===== src/rtl/seq_delay_responder_if.sv =====
// Request/response bundle between a requester (master) and seq_delay_responder (slave).
interface seq_delay_responder_if #(
  parameter int unsigned CNT_W = 8
);
  logic             a;
  logic [CNT_W-1:0] delay;
  int               max_range;
  logic             c;
  logic             busy;
  logic             full;
  logic             overflow;
  logic [CNT_W-1:0] dly_lat;

  modport master (
    output a, delay, max_range,
    input  c, busy, full, overflow, dly_lat
  );

  modport slave (
    input  a, delay, max_range,
    output c, busy, full, overflow, dly_lat
  );
endinterface


===== src/rtl/seq_delay_responder.sv =====
// Returns one pulse on c exactly d cycles after each accepted request on a,
// tracking up to DEPTH outstanding requests as expiry stamps in a FIFO.
module seq_delay_responder #(
  parameter int unsigned CNT_W = 8,
  parameter int unsigned DEPTH = 4
) (
  input  logic                 clk,
  input  logic                 rst,
  seq_delay_responder_if.slave bus
);
  localparam int unsigned PTR_W = (DEPTH > 1) ? $clog2(DEPTH) : 1;
  localparam int unsigned OCC_W = PTR_W + 1;
  localparam logic [CNT_W-1:0] DLY_MAX = '1;

  logic [CNT_W-1:0] tm_q,      tm_d;
  logic [PTR_W-1:0] wr_ptr_q,  wr_ptr_d;
  logic [PTR_W-1:0] rd_ptr_q,  rd_ptr_d;
  logic [OCC_W-1:0] occ_q,     occ_d;
  logic [CNT_W-1:0] fifo_q [DEPTH];
  logic [CNT_W-1:0] fifo_d [DEPTH];
  logic             c_q,       c_d;
  logic             busy_q,    busy_d;
  logic             full_q,    full_d;
  logic             ovf_q,     ovf_d;
  logic [CNT_W-1:0] dly_lat_q, dly_lat_d;

  logic [CNT_W-1:0] mx;
  logic [CNT_W-1:0] d_req;
  logic [CNT_W-1:0] d_use;
  logic             pop;
  logic             push;

  // Clamp max_range to 1..DLY_MAX, then the requested delay to 1..mx.
  always_comb begin
    mx    = CNT_W'(1);
    d_req = CNT_W'(1);
    if (bus.max_range < 1) begin
      mx = CNT_W'(1);
    end else if ($unsigned(bus.max_range) > 32'(DLY_MAX)) begin
      mx = DLY_MAX;
    end else begin
      mx = CNT_W'($unsigned(bus.max_range));
    end
    if (bus.delay == '0) begin
      d_req = CNT_W'(1);
    end else if (bus.delay > mx) begin
      d_req = mx;
    end else begin
      d_req = bus.delay;
    end
  end

  // Next state: timer, stamp push/pop, occupancy, sticky overflow, delay latch.
  // Stamps are stored relative to the next timer value so that a head equal
  // to tm+1 expires exactly d edges after its request; equality-only matching
  // makes timer wrap harmless since d never exceeds DLY_MAX.
  always_comb begin
    tm_d      = tm_q + CNT_W'(1);
    fifo_d    = fifo_q;
    wr_ptr_d  = wr_ptr_q;
    rd_ptr_d  = rd_ptr_q;
    occ_d     = occ_q;
    ovf_d     = ovf_q;
    dly_lat_d = dly_lat_q;

    pop   = (occ_q != '0) && (fifo_q[rd_ptr_q] == tm_d);
    push  = bus.a && ((occ_q != OCC_W'(DEPTH)) || pop);
    d_use = (occ_q == '0) ? d_req : dly_lat_q;

    if (push) begin
      fifo_d[wr_ptr_q] = tm_d + d_use;
      wr_ptr_d         = wr_ptr_q + PTR_W'(1);
      if (occ_q == '0) begin
        dly_lat_d = d_req;
      end
    end
    if (bus.a && !push) begin
      ovf_d = 1'b1;
    end
    if (pop) begin
      rd_ptr_d = rd_ptr_q + PTR_W'(1);
    end
    if (push && !pop) begin
      occ_d = occ_q + OCC_W'(1);
    end else if (pop && !push) begin
      occ_d = occ_q - OCC_W'(1);
    end

    c_d    = pop;
    busy_d = (occ_d != '0);
    full_d = (occ_d == OCC_W'(DEPTH));
  end

  // State and registered outputs; reset flushes all outstanding requests.
  always_ff @(posedge clk) begin
    if (rst) begin
      tm_q      <= '0;
      wr_ptr_q  <= '0;
      rd_ptr_q  <= '0;
      occ_q     <= '0;
      fifo_q    <= '{default: '0};
      c_q       <= 1'b0;
      busy_q    <= 1'b0;
      full_q    <= 1'b0;
      ovf_q     <= 1'b0;
      dly_lat_q <= CNT_W'(1);
    end else begin
      tm_q      <= tm_d;
      wr_ptr_q  <= wr_ptr_d;
      rd_ptr_q  <= rd_ptr_d;
      occ_q     <= occ_d;
      fifo_q    <= fifo_d;
      c_q       <= c_d;
      busy_q    <= busy_d;
      full_q    <= full_d;
      ovf_q     <= ovf_d;
      dly_lat_q <= dly_lat_d;
    end
  end

  assign bus.c        = c_q;
  assign bus.busy     = busy_q;
  assign bus.full     = full_q;
  assign bus.overflow = ovf_q;
  assign bus.dly_lat  = dly_lat_q;
endmodule

===== src/flat_wrapper.sv =====
// flat-port wrapper written by rule: the top's interface ports become plain ports
module seq_delay_responder_flat 
#(
  parameter int unsigned CNT_W = 8,
  parameter int unsigned DEPTH = 4
)
  (clk, rst, bus_a, bus_delay, bus_max_range, bus_c, bus_busy, bus_full, bus_overflow, bus_dly_lat);
  seq_delay_responder_if #(.CNT_W(CNT_W)) bus_i ();
  input  logic clk;
  input  logic rst;
  input wire logic [$bits(bus_i.a)-1:0] bus_a;
  input wire logic [$bits(bus_i.delay)-1:0] bus_delay;
  input wire logic [$bits(bus_i.max_range)-1:0] bus_max_range;
  output wire logic [$bits(bus_i.c)-1:0] bus_c;
  output wire logic [$bits(bus_i.busy)-1:0] bus_busy;
  output wire logic [$bits(bus_i.full)-1:0] bus_full;
  output wire logic [$bits(bus_i.overflow)-1:0] bus_overflow;
  output wire logic [$bits(bus_i.dly_lat)-1:0] bus_dly_lat;
  assign bus_i.a = bus_a;
  assign bus_i.delay = bus_delay;
  assign bus_i.max_range = bus_max_range;
  assign bus_c = bus_i.c;
  assign bus_busy = bus_i.busy;
  assign bus_full = bus_i.full;
  assign bus_overflow = bus_i.overflow;
  assign bus_dly_lat = bus_i.dly_lat;
  seq_delay_responder #(.CNT_W(CNT_W), .DEPTH(DEPTH)) u_core (.clk(clk), .rst(rst), .bus(bus_i));
endmodule

===== config.mk =====
export PLATFORM = sky130hd
export DESIGN_NAME = seq_delay_responder_flat
export DESIGN_NICKNAME = d
export VERILOG_FILES = /design/src/rtl/seq_delay_responder_if.sv /design/src/rtl/seq_delay_responder.sv /design/src/flat_wrapper.sv
export SDC_FILE = /design/constraint.sdc
export NUM_CORES = 1
export LEC_CHECK = 0
export BUFFER_PORTS_ARGS = -buffer_cell sky130_fd_sc_hd__buf_2
export CORE_ASPECT_RATIO = 1.1
export CORE_MARGIN = 3
export CORE_UTILIZATION = 50
export CTS_CLUSTER_SIZE = 20
export DETAILED_ROUTE_END_ITERATION = 8
export GPL_TIMING_DRIVEN = 0
export PLACE_DENSITY = 0.73
export SYNTH_ARGS = -nofsm -noshare
export SYNTH_HDL_FRONTEND = slang
export SYNTH_SLANG_ARGS = --single-unit

===== constraint.sdc =====
create_clock -name clk -period 5.22 [get_ports clk]
set_input_delay 0.783 -clock clk [delete_from_list [all_inputs] [get_ports clk]]
set_output_delay 0.783 -clock clk [all_outputs]
set_load 0.03 [all_outputs]

==> results.sh, run 1 <==
export IMPL_status="complete, no violations"
export IMPL_dieArea_um2=8201
export IMPL_worstSetupStartpoint="bus_max_range[13]"
export IMPL_diodes=0
export IMPL_cp_end_kind="register"
export IMPL_cp_depth=23
export IMPL_synthMuxAreaShare=0.07840
export IMPL_cts_buffer_depth=2
export IMPL_slowest_stage="or4_4"
export IMPL_min_delay_path_depth=2
export IMPL_crit_type="input pin to register"
export IMPL_dp_slack_ns=-0.5949
export IMPL_syn_inst=411
export IMPL_tightest_slew_ns=0.5508
export IMPL_crit_family="compound AO/OA/AOI/OAI gates"
export IMPL_drt_antenna_violating_nets=0
export IMPL_slew_headroom=0.6300
export IMPL_worstPathArrival_ns=5.18
export IMPL_vdd_drop_max_mv=0.2054
export IMPL_hold_buffers=0
export IMPL_nFillCells=610
export IMPL_io_buffers=51
export IMPL_first_pass_iters=4
export IMPL_cts_root_buf="clkbuf_8"
export IMPL_fin_area_um2=4210
export IMPL_row_count=31
export IMPL_ys_top_cells_by_area="dfxtp_1 33%, ha_1 8.1%, mux4_2 5.0%, a21oi_1 4.8%, nand2_1 3.8%"
export IMPL_fin_ws_ns=0.3116
export IMPL_ys_seq_area_frac=0.3304
export IMPL_hold_path_startpoint="u_core.fifo_q[22]"
export IMPL_die_h_um=94.68
export IMPL_hold_viol=0
export IMPL_syn_nets=478
export IMPL_cp_data_required_time_ns=5.49
export IMPL_antenna_found_initial=0
export IMPL_met1_usage=0.2716
export IMPL_grt_busiest_layer="met2"
export IMPL_grt_pass1_wl_um=14300
export IMPL_regArea_um2=1181
export IMPL_yosysWarningCount=0
export IMPL_dp_hpwl_um=6791
export IMPL_p_leak_nw=1.800
export IMPL_critPathMaxStageDelay_ns=0.53
export IMPL_synth_compound_area_frac=0.1610
export IMPL_design_core_area_um2=6749
export IMPL_synth_main_ff_cell="dfxtp_1"
export IMPL_start_util=0.5297
export IMPL_drv_cap=0
export IMPL_synth_edf_count=0
export IMPL_drc_errors=0
export IMPL_timing_hold_ws_ns=0.4566
export IMPL_track_usage=0.2255
export IMPL_utilization=0.6238
export IMPL_synthXorXnorAreaFrac=0.07735
export IMPL_dr_first_iter_drc_count=220
export IMPL_r2r_end="u_core.fifo_q[7]"
export IMPL_drive_above_1_share=0.2134
export IMPL_synth_most_common_cell="dfxtp_1"
export IMPL_max_freq_ghz=0.2037
export IMPL_vias_per_cell=5.675
export IMPL_r2r_slack_ns=1.65
export IMPL_ys_ff_latch=59
export IMPL_hold_end="u_core.fifo_q[22]"
export IMPL_setup_viol=0
export IMPL_crit_top_cell="a21oi_1"
export IMPL_synth_adder_area_share=0.08610
export IMPL_globalplace_congestion=0.8408
export IMPL_grt_pass1_vias=3039
export IMPL_netlist_area_leader_share=0.3304
export IMPL_insertion_delay_ns=0.34
export IMPL_crit_buf_inv=2
export IMPL_worstPathMaxFanout=9
export IMPL_netlist_area_um2=3575
export IMPL_ff2ff_path_depth=15
export IMPL_yosys_cell_types_count=51
export IMPL_fp_dieW_um=86.62
export IMPL_synth_top_family_by_area="simple AND/OR/NAND/NOR gates"
export IMPL_min_path_type="register to register"
export IMPL_grt_max_degree=11
export IMPL_finalMaxSlewViolations=0
export IMPL_min_period_over_period=0.9403
export IMPL_area_growth_pct=17.78
export IMPL_synthArstFlopShare=0
export IMPL_worst_setup_path_start_kind="input pin"
export IMPL_yosys_area_share_simple=0.2139
export IMPL_htreeDepth=3
export IMPL_dp_cells=544
export IMPL_pin_count=55
export IMPL_multi_input_area_um2=2283
export IMPL_yosysTopAreaCell="dfxtp_1"
export IMPL_overflow=0
export IMPL_numClockSinks=59
export IMPL_worstReg2RegStart="u_core.occ_q[0]"
export IMPL_ys_top_cells_by_count="59 x dfxtp_1, 36 x nand2_1, 34 x a21oi_1, 34 x nor2_1, 25 x nand3_1"
export IMPL_path_cells="buf_2 -> nor4_1 -> and4_1 -> nand3_4 -> or4_4 -> ha_1 -> nor2b_1 -> o21a_1 -> o21ai_0 -> a21oi_1 -> o21a_1 -> buf_6 -> mux2i_1 -> a21oi_1 -> ha_1 -> fa_1 -> a21oi_1 -> o21bai_1 -> a21o_1 -> a21oi_2 -> xnor2_2 -> nand3_1 -> a21oi_1"
export IMPL_cts_buffers=9
export IMPL_fin_crit_ns=4.908
export IMPL_use_met2=0.3922
export IMPL_tritoncts="done"
export IMPL_wl_per_cell_um=16.16
export IMPL_clk_pin_slew_ns=0.07
export IMPL_synth_area_per_cell_um2=8.698
export IMPL_vias=3178
export IMPL_dpl_cell_area_um2=3934
export IMPL_finalClockSkew_ns=0.009762
export IMPL_grt_use_met3=0.03316
export IMPL_fin_nets=541
export IMPL_final_cells=560
export IMPL_wirelength_um=9049
export IMPL_power_density_nw_per_um2=370.3
## placed cells by master (no fill, tap or decap), types with 3 or more instances in the layout
cell,n
nor2b_1,10
dfxtp_1,59
buf_2,58
xnor2_2,3
nor2_1,34
o21ai_0,20
and3_1,4
mux4_2,8
xor2_1,6
a311oi_1,3
o211a_1,7
clkbuf_8,9
a21oi_2,3
nand2_1,36
nand2b_1,6
buf_6,3
xnor2_1,12
ha_1,23
clkbuf_1,12
nor3_1,8
mux2i_1,9
nand3_1,24
inv_1,18
nand3b_1,12
a21oi_1,31
nor4_1,9
## timing repair
action,4_1_cts,5_1_grt
pin swaps,1,7
resized for setup,8,13
setup buffers,0,1
setup endpoints to repair,8,11
## through the flow
step / setup TNS [ns] / total power, W
floorplan: 0 / 0.0009887
global placement: -4.147 / 0.001123
detailed placement: -4.737 / 0.001139
CTS: 0 / 0.001547
global route: -0.01309 / 0.001651
finish: 0 / 0.001559
## kinds of logic (layout without fill, tap and decap cells)
family / Yosys count / after routing
DFF: 59 / 59
xor gates and xnor gates: 25 / 25
AOI/OAI and AO/OA: 89 / 89
buffers and inverters: 43 / 110
muxes: 18 / 18
adders and majority gates: 24 / 24
and+or+nand+nor: 153 / 153
## registers in the layout, indices dropped and copies added (netlist names)
name	count
u_core.bus.dly_lat	8
u_core.occ_q	3
u_core.fifo_q	32
u_core.bus.c	1
u_core.rd_ptr_q	2
u_core.bus.overflow	1
u_core.wr_ptr_q	2
u_core.bus.full	1
u_core.tm_q	8
u_core.bus.busy	1
## report_power, final
group	leakage [nW]	switching, W	total (W)	internal, W
logic	1.23	0.000370	0.000623	0.000253
registers	0.481	0.0000358	0.000539	0.000503
clock network	0.0881	0.000182	0.000398	0.000216
## cell type report
class,count,share of cell area
well taps,82,0.02437
clock buffers,10,0.03031
plain buffers,25,0.03091
repair buffers,52,0.06241
flip-flops and latches,59,0.2805
clock inverters,5,0.01308
inverters,18,0.01605
multi-input cells,309,0.5423
## worst register-to-register path, stage by stage, from the launching register on
cell and delay (ns):
dfxtp_1 0.34, inv_1 0.12, ha_1 0.32, nor2b_1 0.40, nand2_1 0.18, clkbuf_1 0.25, o21ai_2 0.24, ha_1 0.26
a21o_1 0.16, a21oi_2 0.17, o21bai_1 0.10, a21oi_2 0.19, o21ai_1 0.13, xnor2_2 0.17, xnor2_2 0.19, a311oi_2 0.28
## how the worst max path moves through the flow
stage	end	slack (ns)
3_3_place_gp	u_core.fifo_q[7]	-0.56
5_1_grt	u_core.fifo_q[30]	-0.01
2_1_floorplan	u_core.fifo_q[15]	0.11
6_report	u_core.fifo_q[22]	0.31
4_1_cts	u_core.fifo_q[15]	0.003
3_5_place_dp	u_core.fifo_q[15]	-0.59
## per-layer routing
| layer | wire length (um) | up-vias |
|---|---|---|
| met5 | 0 | - |
| met4 | 198 | 0 |
| met3 | 325 | 15 |
| met2 | 4651 | 67 |
| met1 | 3875 | 1504 |
| li1 | - | 1592 |
(Power assumes the default switching activity.)
==> inputs of run 2 (changes only) <==
--- a/config.mk
+++ b/config.mk
@@ -12,7 +12,7 @@
 export CTS_CLUSTER_SIZE = 20
 export DETAILED_ROUTE_END_ITERATION = 8
 export GPL_TIMING_DRIVEN = 0
-export PLACE_DENSITY = 0.73
+export PLACE_DENSITY = 0.71
 export SYNTH_ARGS = -nofsm -noshare
 export SYNTH_HDL_FRONTEND = slang
 export SYNTH_SLANG_ARGS = --single-unit
==> constraint.sdc (replaced) <==
create_clock -name clk -period 5.4 [get_ports clk]
set_input_delay 0.81 -clock clk [delete_from_list [all_inputs] [get_ports clk]]
set_output_delay 0.81 -clock clk [all_outputs]
set_load 0.03 [all_outputs]
==> results.sh, run 2 (synthesized netlist as in run 1, its figures left out) <==
export IMPL_dieArea_um2=8201
export IMPL_met1_usage=0.2991
export IMPL_top_register="u_core.fifo_q"
export IMPL_status="complete, no violations"
export IMPL_tritoncts="done"
export IMPL_r2r_slack_ns=1.54
export IMPL_row_count=31
export IMPL_dr_first_iter_drc_count=242
export IMPL_drt_antenna_violating_nets=0
export IMPL_p_leak_nw=1.791
export IMPL_ff2ff_path_depth=15
export IMPL_cts_root_buf="clkbuf_8"
export IMPL_area_growth_pct=16.87
export IMPL_fin_nets=541
export IMPL_fp_dieW_um=86.62
export IMPL_numClockSinks=59
export IMPL_globalplace_congestion=0.8743
export IMPL_grt_use_met3=0.04101
export IMPL_cp_data_required_time_ns=5.66
export IMPL_final_common_cell="dfxtp_1"
export IMPL_antenna_found_initial=0
export IMPL_grt_max_degree=11
export IMPL_worstSetupStartpoint="bus_max_range[31]"
export IMPL_slew_headroom=0.5854
export IMPL_clk_pin_slew_ns=0.07
export IMPL_max_freq_ghz=0.1950
export IMPL_finalClockSkew_ns=0.01043
export IMPL_drive_above_1_share=0.2046
export IMPL_setup_worst_path_end="u_core.fifo_q[15]"
export IMPL_worstPathMaxFanout=9
export IMPL_cts_buffers=9
export IMPL_fin_crit_ns=5.128
export IMPL_tightest_slew_ns=0.6218
export IMPL_min_path_type="register to register"
export IMPL_layout_common_cells="59 x dfxtp_1, 58 x buf_2, 36 x nand2_1"
export IMPL_track_usage=0.2293
export IMPL_start_util=0.5297
export IMPL_crit_type="input pin to register"
export IMPL_design_core_area_um2=6749
export IMPL_largest_register_ffs=32
export IMPL_power_w=0.001514
export IMPL_grt_pass1_wl_um=14500
export IMPL_worstPathArrival_ns=5.38
export IMPL_insertion_delay_ns=0.35
export IMPL_setup_viol=0
export IMPL_utilization=0.6190
export IMPL_timing_hold_ws_ns=0.4539
export IMPL_overflow=0
export IMPL_vias=3221
export IMPL_pin_count=55
export IMPL_hold_viol=0
export IMPL_cp_end_kind="register"
export IMPL_htreeDepth=3
export IMPL_die_h_um=94.68
export IMPL_r2r_end="u_core.fifo_q[15]"
export IMPL_vias_per_cell=5.742
export IMPL_multi_input_area_um2=2243
export IMPL_path_cells="clkbuf_2 -> nor4_2 -> and4_1 -> nand3_4 -> or4_1 -> ha_1 -> nor2b_1 -> o21a_1 -> o21ai_0 -> a21oi_1 -> o21a_2 -> buf_4 -> mux2i_1 -> o21ai_0 -> ha_1 -> a21oi_2 -> o21bai_1 -> a21oi_1 -> o21ai_0 -> xnor2_1 -> xnor2_2 -> a311oi_1"
export IMPL_finalMaxSlewViolations=0
export IMPL_cts_buffer_depth=2
export IMPL_dp_hpwl_um=6729
export IMPL_drv_cap=0
export IMPL_nFillCells=619
export IMPL_use_met2=0.3744
export IMPL_vdd_drop_max_mv=0.2092
export IMPL_worst_setup_path_start_kind="input pin"
export IMPL_worstReg2RegStart="u_core.occ_q[0]"
export IMPL_critPathMaxStageDelay_ns=0.53
export IMPL_regArea_um2=1181
export IMPL_wirelength_um=8950
export IMPL_drc_errors=0
export IMPL_diodes=0
export IMPL_first_pass_iters=4
export IMPL_wl_per_cell_um=15.95
export IMPL_crit_top_cell="o21ai_0"
export IMPL_grt_busiest_layer="met2"
export IMPL_power_density_nw_per_um2=362.4
export IMPL_grt_pass1_vias=3036
export IMPL_io_buffers=51
export IMPL_slowest_stage="or4_1"
export IMPL_min_period_over_period=0.9497
-- run 2: per-layer routing --
layer	routed length (um)	part of all wire	up-vias
met5	0	0	-
met4	191	0.021	0
met3	391	0.044	21
met2	4382	0.49	73
met1	3984	0.45	1534
li1	-	-	1593
-- run 2: where the power goes --
part / switching [W] / internal [W] / leakage [nW]
logic: 0.000355 / 0.000237 / 1.21
registers: 0.0000335 / 0.000486 / 0.481
clock network: 0.000179 / 0.000223 / 0.0991
total: 0.000567 / 0.000947 / 1.79
-- run 2: layout make-up --
class / instances / area share
clock buffer: 11 / 0.03384
inverter: 18 / 0.01617
clock inverter: 5 / 0.01258
sequential: 59 / 0.2827
tap: 82 / 0.02456
timing repair buffer: 53 / 0.06469
multi-input combinational: 309 / 0.5370
buffer: 24 / 0.02845
-- run 2: repair_timing --
| item | in CTS | in global routing |
|---|---|---|
| endpoints found under the setup margin | 8 | 9 |
| pin swaps | 0 | 3 |
| buffers inserted | 0 | 2 |
| hold buffers | 0 | 0 |
| resized for setup | 2 | 9 |
-- run 2: worst min path at each step --
stage                            from           endpoint  slack, ns  depth (start not counted)
finish              u_core.fifo_q[18]  u_core.fifo_q[18]       0.45                          2
global route        u_core.fifo_q[10]  u_core.fifo_q[10]       0.48                          2
CTS                  u_core.fifo_q[9]   u_core.fifo_q[9]       0.45                          2
detailed placement   u_core.fifo_q[9]   u_core.fifo_q[9]       0.44                          2
global placement    u_core.fifo_q[24]  u_core.fifo_q[24]       0.44                          2
floorplan           u_core.fifo_q[10]  u_core.fifo_q[10]       0.43                          2
-- run 2: through the flow --
| step | cells | instance area, um2 | setup TNS [ns] | setup WS, ns |
|---|---|---|---|---|
| final | 561 | 4178 | 0 | 0.2716 |
| after detailed placement | 544 | 3933 | -6.514 | -0.7110 |
| after floorplan | 411 | 3575 | 0 | 0.08778 |
| after global routing | 561 | 4178 | -0.3364 | -0.07955 |
| after CTS | 559 | 4124 | 0 | 0.04378 |
| after global placement | 544 | 3933 | -5.199 | -0.6614 |
-- run 2: worst max-delay path, delay by kind of cell --
family / cells / cell delay [ns]
compound gates: 10 / 1.69
simple gates: 5 / 1.38
fa+ha+maj: 2 / 0.55
xor+xnor: 2 / 0.43
buf+inv: 2 / 0.29
mux: 1 / 0.23
